===== config.mk =====
export PLATFORM = sky130hd
export DESIGN_NAME = addr_serial_capture
export DESIGN_NICKNAME = d
export VERILOG_FILES = /design/src/rtl/addr_serial_capture.sv
export SDC_FILE = /design/constraint.sdc
export NUM_CORES = 1
export LEC_CHECK = 0
export ABC_AREA = 1
export CORE_ASPECT_RATIO = 1.5
export CORE_MARGIN = 2
export CORE_UTILIZATION = 49
export DETAILED_ROUTE_END_ITERATION = 16
export PLACE_DENSITY = 0.86
export SLEW_MARGIN = 10
export SYNTH_ARGS = -nofsm -noshare
export SYNTH_HDL_FRONTEND = slang
export SYNTH_SLANG_ARGS = --single-unit

===== constraint.sdc =====
create_clock -name clk -period 1.67 [get_ports clk]
set_clock_uncertainty 0.15 [all_clocks]
set_input_delay 0.334 -clock clk [delete_from_list [all_inputs] [get_ports clk]]
set_output_delay 0.334 -clock clk [all_outputs]
set_load 0.03 [all_outputs]

===== src/rtl/addr_serial_capture.sv =====
// addr_serial_capture
//   Reads a parallel bus over a reduced pin count. Each lane models an
//   8-bit parallel-in/serial-out shift register (74LS165 style). A
//   sequencer drives the shared shift/load and serial-clock lines, and one
//   deserializer per lane rebuilds the word from the serial stream.
//
// Ports
//   clk       system clock, rising-edge active
//   reset     asynchronous, active-high reset
//   i_start   single-cycle pulse; re-arms a capture while in DONE
//   i_par     parallel source word (W bits), sampled on the load edge only
//   o_shld    shift/load, active low, low for one cycle per capture
//   o_serclk  serial clock, one high cycle per transferred bit
//   o_ser     serial line per lane (MSB of that lane's shift register)
//   o_data    reassembled word (lane 0 in the top byte)
//   o_done    high while o_data holds a complete capture
//   o_busy    high in LOAD, SHIFT_LO and SHIFT_HI
module addr_serial_capture #(
  parameter int unsigned LANES      = 2,
  parameter int unsigned LANE_WIDTH = 8,
  localparam int unsigned W         = LANES * LANE_WIDTH
) (
  input  logic             clk,
  input  logic             reset,
  input  logic             i_start,
  input  logic [W-1:0]     i_par,
  output logic             o_shld,
  output logic             o_serclk,
  output logic [LANES-1:0] o_ser,
  output logic [W-1:0]     o_data,
  output logic             o_done,
  output logic             o_busy
);

  localparam int unsigned CW = $clog2(LANE_WIDTH + 1);

  typedef enum logic [2:0] {
    ST_START,
    ST_LOAD,
    ST_SHIFT_LO,
    ST_SHIFT_HI,
    ST_DONE
  } state_t;

  state_t state, state_next;

  // Packed index i maps to o_data[i*LANE_WIDTH +: LANE_WIDTH], so lane k
  // (lane 0 = most significant byte) lives at index LANES-1-k.
  logic [LANES-1:0][LANE_WIDTH-1:0] sreg;
  logic [LANES-1:0][LANE_WIDTH-1:0] deser;
  logic [CW-1:0]                    bit_cnt;

  logic shld_next, serclk_next, done_next, busy_next;

  always_comb begin
    state_next = state;
    case (state)
      ST_START:    state_next = ST_LOAD;
      ST_LOAD:     state_next = ST_SHIFT_LO;
      ST_SHIFT_LO: state_next = ST_SHIFT_HI;
      ST_SHIFT_HI: begin
        if (bit_cnt == CW'(LANE_WIDTH - 1)) state_next = ST_DONE;
        else                                state_next = ST_SHIFT_LO;
      end
      ST_DONE:     if (i_start) state_next = ST_LOAD;
      default:     state_next = ST_START;
    endcase
  end

  // Outputs are registered: decode them from the next state so they line
  // up with the state they describe.
  always_comb begin
    shld_next   = (state_next != ST_LOAD);
    serclk_next = (state_next == ST_SHIFT_HI);
    done_next   = (state_next == ST_DONE);
    busy_next   = (state_next == ST_LOAD) || (state_next == ST_SHIFT_LO) ||
                  (state_next == ST_SHIFT_HI);
  end

  always_ff @(posedge clk or posedge reset) begin
    if (reset) begin
      state    <= ST_START;
      o_shld   <= 1'b1;
      o_serclk <= 1'b0;
      o_done   <= 1'b0;
      o_busy   <= 1'b0;
    end else begin
      state    <= state_next;
      o_shld   <= shld_next;
      o_serclk <= serclk_next;
      o_done   <= done_next;
      o_busy   <= busy_next;
    end
  end

  always_ff @(posedge clk or posedge reset) begin
    if (reset) begin
      sreg    <= '0;
      deser   <= '0;
      bit_cnt <= '0;
    end else begin
      case (state)
        ST_LOAD: begin
          sreg    <= i_par;
          deser   <= '0;
          bit_cnt <= '0;
        end
        ST_SHIFT_HI: begin
          for (int unsigned i = 0; i < LANES; i++) begin
            deser[i] <= {deser[i][LANE_WIDTH-2:0], sreg[i][LANE_WIDTH-1]};
            sreg[i]  <= {sreg[i][LANE_WIDTH-2:0], 1'b0};
          end
          bit_cnt <= bit_cnt + 1'b1;
        end
        default: ;
      endcase
    end
  end

  always_comb begin
    o_ser = '0;
    for (int unsigned k = 0; k < LANES; k++) begin
      o_ser[k] = sreg[LANES-1-k][LANE_WIDTH-1];
    end
  end

  assign o_data = deser;

endmodule


# Yosys cells after proc, flatten, opt, wreduce, memory -nomap -nowiden
# Index checks and enable logic that the tools add are counted.
[op_classes]
addsub = 1
eq_ne = 10
mux = 6
reduce_logical = 4
[ops]
columns = ["op", "count"]
rows = [
  ["one-hot mux 16 bit (2 select lines)", 2],
  ["one-hot mux 3 bit (5 select lines)", 1],
  ["equality test 3 x 2 -> 1 bit (second input constant)", 4],
  ["one-hot mux 4 bit (2 select lines)", 1],
  ["equality test 3 x 1 -> 1 bit (second input constant)", 2],
  ["equality test 3 bit (second input constant)", 2],
  ["2-to-1 mux 3 bit", 2],
  ["adder 4 x 1 -> 4 bit (second input constant)", 1],
  ["equality test 4 x 3 -> 1 bit (second input constant)", 1],
  ["logical NOT 3 bit", 1],
  ["inequality test 3 x 1 -> 1 bit (second input constant)", 1],
  ["logical OR 1 bit", 2],
  ["nonzero test 2 bit", 1],
]
[totals]
regBits = 43
inputBits = 19
output_inout_bits = 22
word_cells = 31

# Logic depth before layout (Yosys ltp)
[depth]
depth_word = 6
depth_mapped = 6

# Least setup slack after synthesis
# No wires, ideal clock.
[synth_path]
path_type = "register to register"
from = "register bit_cnt[0]"
to = "register bit_cnt[2]"
setup_time_ns = 0.117
t_arrival_ns = 0.987
required_time_ns = 1.403
slack_ns = 0.416
path_stages_with_launch = 5
period_less_slack_ns = 1.254
path_cell_list = "dfrtp_1 ha_1 or2_2 nand3_1 nand2_1"
[synth_between]
elab_chain_cells = 2
[synth_rtl]
columns = ["item", "line_no", "source"]
rows = [
  ["start: declaration", "51", "logic [CW-1:0] bit_cnt;"],
  ["start signal: assignment", "113", "bit_cnt <= bit_cnt + 1'b1;"],
  ["adder 4 x 1 -> 4 bit", "113", ""],
  ["one-hot mux 4 bit (2 select lines)", "102", "case (state)"],
]
# Every way passes these cells.
# A chain may end at the register's enable or synchronous reset.

# Worst setup path in the final report
[layout_path]
from = "register sreg (netlist bit o_ser[0])"
to = "output port o_ser[0]"
[layout_rtl]
columns = ["item", "line_no", "source"]
rows = [
  ["start: declaration", "49", "logic [LANES-1:0][LANE_WIDTH-1:0] sreg;"],
  ["start signal: assignment", "104", "sreg <= i_par;"],
  ["start signal: indexed assignment", "111", "sreg[i] <= {sreg[i][LANE_WIDTH-2:0], 1'b0};"],
  ["end: declaration", "29", "output logic [LANES-1:0] o_ser,"],
]
# No word-level cell between the ends.

==> flow_metrics.env <==
export IMPL_status="complete, no violations"
export IMPL_worstSkewPairLatency_ns=0.29
export IMPL_syn2layout_area_growth_pct=28.6
export IMPL_max_stage_delay_ns=0.42
export IMPL_final_hold_violation_count=0
export IMPL_setup_tns_final_ns=0
export IMPL_vias=1369
export IMPL_syn_nets=208
export IMPL_wire_per_inst_um=11.9
export IMPL_maxCapViolCount=0
export IMPL_critPathBufInv=1
export IMPL_required_ns=1.19
export IMPL_die_y_um=77.5
export IMPL_cts_tree="built"
export IMPL_worstMarginPinSlew_ns=0.391
export IMPL_clockBufferDepth=2
export IMPL_setup_slack_ns=0.100
export IMPL_synth_area_per_cell_um2=9.39
export IMPL_final_cell_count_no_fill=273
export IMPL_io_pins=41
export IMPL_yosysSeqAreaShare_pct=61.0
export IMPL_fin_nets=250
export IMPL_place_hpwl_mm=2.39
export IMPL_synth_top_area_share_pct=59.5
export IMPL_final_max_slew_violation_count=0
export IMPL_pre_cts_slack_ns=0.155
export IMPL_first_global_vias=1365
export IMPL_coreArea_um2=3420
export IMPL_r2r_start="state[0]$_DFF_PP0_"
export IMPL_cts_sinks=43
export IMPL_reg2reg_depth=3
export IMPL_p_leak_nw=1.15
export IMPL_final_util_pct=66.5
export IMPL_first_pass_iters=4
export IMPL_grt_pass1_wl_mm=5.84
export IMPL_dieArea_um2=4110
export IMPL_synthTopCellsByArea="dfrtp_1, nand2_1, nand3_1"
export IMPL_drt_iter0_drc=35
export IMPL_gp_congestion=0.738
export IMPL_grt_antenna_before_repair=0
export IMPL_ir_worst_vdd_mv=1.47
export IMPL_via_per_inst=5.01
export IMPL_ys_types=22
export IMPL_max_freq_ghz=0.637
export IMPL_min_period_ns=1.57
export IMPL_initial_utilization_pct=51.7
export IMPL_critical_path_cell_chain="dlygate4sd2_1"
export IMPL_criticalPathCategory="reg -> out"
export IMPL_port_buffers=40
export IMPL_synth_top_cell_by_area="dfrtp_1"
export IMPL_seqCellArea_um2=1080
export IMPL_cp_end_kind="output pin"
export IMPL_drive_gt1_share_pct=7.36
export IMPL_critPathLaunchType="flip-flop"
export IMPL_power_w=0.00435
export IMPL_synth_seq_cells=43
export IMPL_critPathArrivalTime_ns=1.09
export IMPL_cp_max_fo=3
export IMPL_drt_total_wl_mm=3.25
export IMPL_grt_overflow=0
export IMPL_numCtsBuffers=5
export IMPL_cts_setup_buffers=0
export IMPL_yosysWarningCount=0
export IMPL_fill_cells=286
export IMPL_numPlacedInstances=265
export IMPL_postRouteAntennaNets=0
export IMPL_clkTransAtPathRegs_ns=0.08
export IMPL_cp_top_family="buffers and inverters"
export IMPL_multi_input_area_um2=543
export IMPL_grt_max_degree=44
export IMPL_die_w_um=53.0
export IMPL_hold_path_class="in -> async"
export IMPL_slew_headroom_pct=73.9
export IMPL_cp_depth=1
export IMPL_root_buffer="clkbuf_8"
export IMPL_syn_inst=188
export IMPL_htree_levels=2
export IMPL_rows=26
export IMPL_power_density_nw_per_um2=1910
export IMPL_drc=0
export IMPL_rrSetupSlack_ns=0.21
export IMPL_antenna_cells=0
export IMPL_timing_rr_end="o_data[0]$_DFFE_PP0P_"
export IMPL_rsz0062_at_grt="false"
export IMPL_slowest_stage="dlygate4sd2_1"
export IMPL_grt_usage_pct=19.0
export IMPL_synth_area_um2=1770
export IMPL_min_period_over_period_pct=94.0
export IMPL_setup_viol=0
==> placed cells by master (no fill, tap or decap), drive strengths merged <==
cell type / instances
nand2: 66
dfrtp: 42
o21ai: 8
buf: 4
o22ai: 12
nor2: 4
clkbuf: 7
inv: 22
nor3: 1
nand3b: 1
or2: 1
dlygate4sd2: 21
a21oi: 1
dfstp: 1
nand4: 1
clkdlybuf4s50: 18
bufinv: 1
ha: 1
nand3: 19
==> cell families after synthesis <==
group	Yosys count	share of synthesized area, %
adders and majority gates	1	0.709
DFF	43	61.0
and+or+nand+nor	93	23.2
AOI/OAI and AO/OA	21	6.80
buffers and inverters	30	8.22
==> metal layers <==
layer	routed length, um	vias up	track usage, %
li1	-	681	-
met1	1360	647	23.1
met2	1720	36	33.0
met3	122	5	4.62
met4	42	0	4.62
met5	0	-	0
==> layout make-up <==
type / instances / area share [%]
Sequential cell: 43 / 47.4
Multi-Input combinational cell: 115 / 23.9
Tap cell: 42 / 2.31
Clock buffer: 7 / 3.36
Inverter: 22 / 3.75
Timing Repair Buffer: 43 / 17.9
Clock inverter: 1 / 1.32
==> power by group <==
part	total, W	internal, W	switching, W
Sequential	0.00173	0.00145	0.000272
Clock	0.000777	0.000447	0.000329
Combinational	0.00184	0.000630	0.00121
==> how the worst max path moves through the flow <==
stage,from,to
finish,o_ser[0]$_DFFE_PP0P_,o_ser[0]
global route,state[0]$_DFF_PP0_,o_data[0]$_DFFE_PP0P_
CTS,o_ser[0]$_DFFE_PP0P_,o_ser[0]
detailed placement,o_ser[0]$_DFFE_PP0P_,o_ser[0]
global placement,o_ser[0]$_DFFE_PP0P_,o_ser[0]
floorplan,reset,bit_cnt[0]$_DFFE_PP0P_
==> through the flow <==
stage / area, um2 / hold slack [ns]
floorplan: 1770 / 0.294
CTS: 2270 / 0.251
global route: 2270 / 0.299
global placement: 2190 / 0.309
finish: 2270 / 0.242
detailed placement: 2190 / 0.320
==> flip-flops by register name (all words and copies together) (netlist names) <==
| signal | cells |
|---|---|
| bit_cnt | 4 |
| o_busy | 1 |
| o_data | 16 |
| o_done | 1 |
| o_ser | 2 |
| o_serclk | 1 |
| o_shld | 1 |
| sreg | 14 |
| state | 3 |
==> synth_stat cells <==
library cell,instances
nor2_4,1
o22ai_1,12
ha_1,1
nand4_1,1
inv_4,1
buf_6,2
nor3_1,1
nor2_1,3
or2_2,1
nand2_4,1
buf_2,3
dfstp_2,1
nand2_1,65
dfrtp_1,42
a21oi_1,1
inv_1,20
o21ai_0,8
nand3_1,18
nand3_4,1
inv_2,1
nand3b_1,1
buf_4,3
==> repair_timing <==
action | in CTS | in global routing
hold buffers | 0 | 0
endpoints found under the setup margin | 21 | 0
resized for setup | 21 | 0
Power figures use the tool's default switching activity.
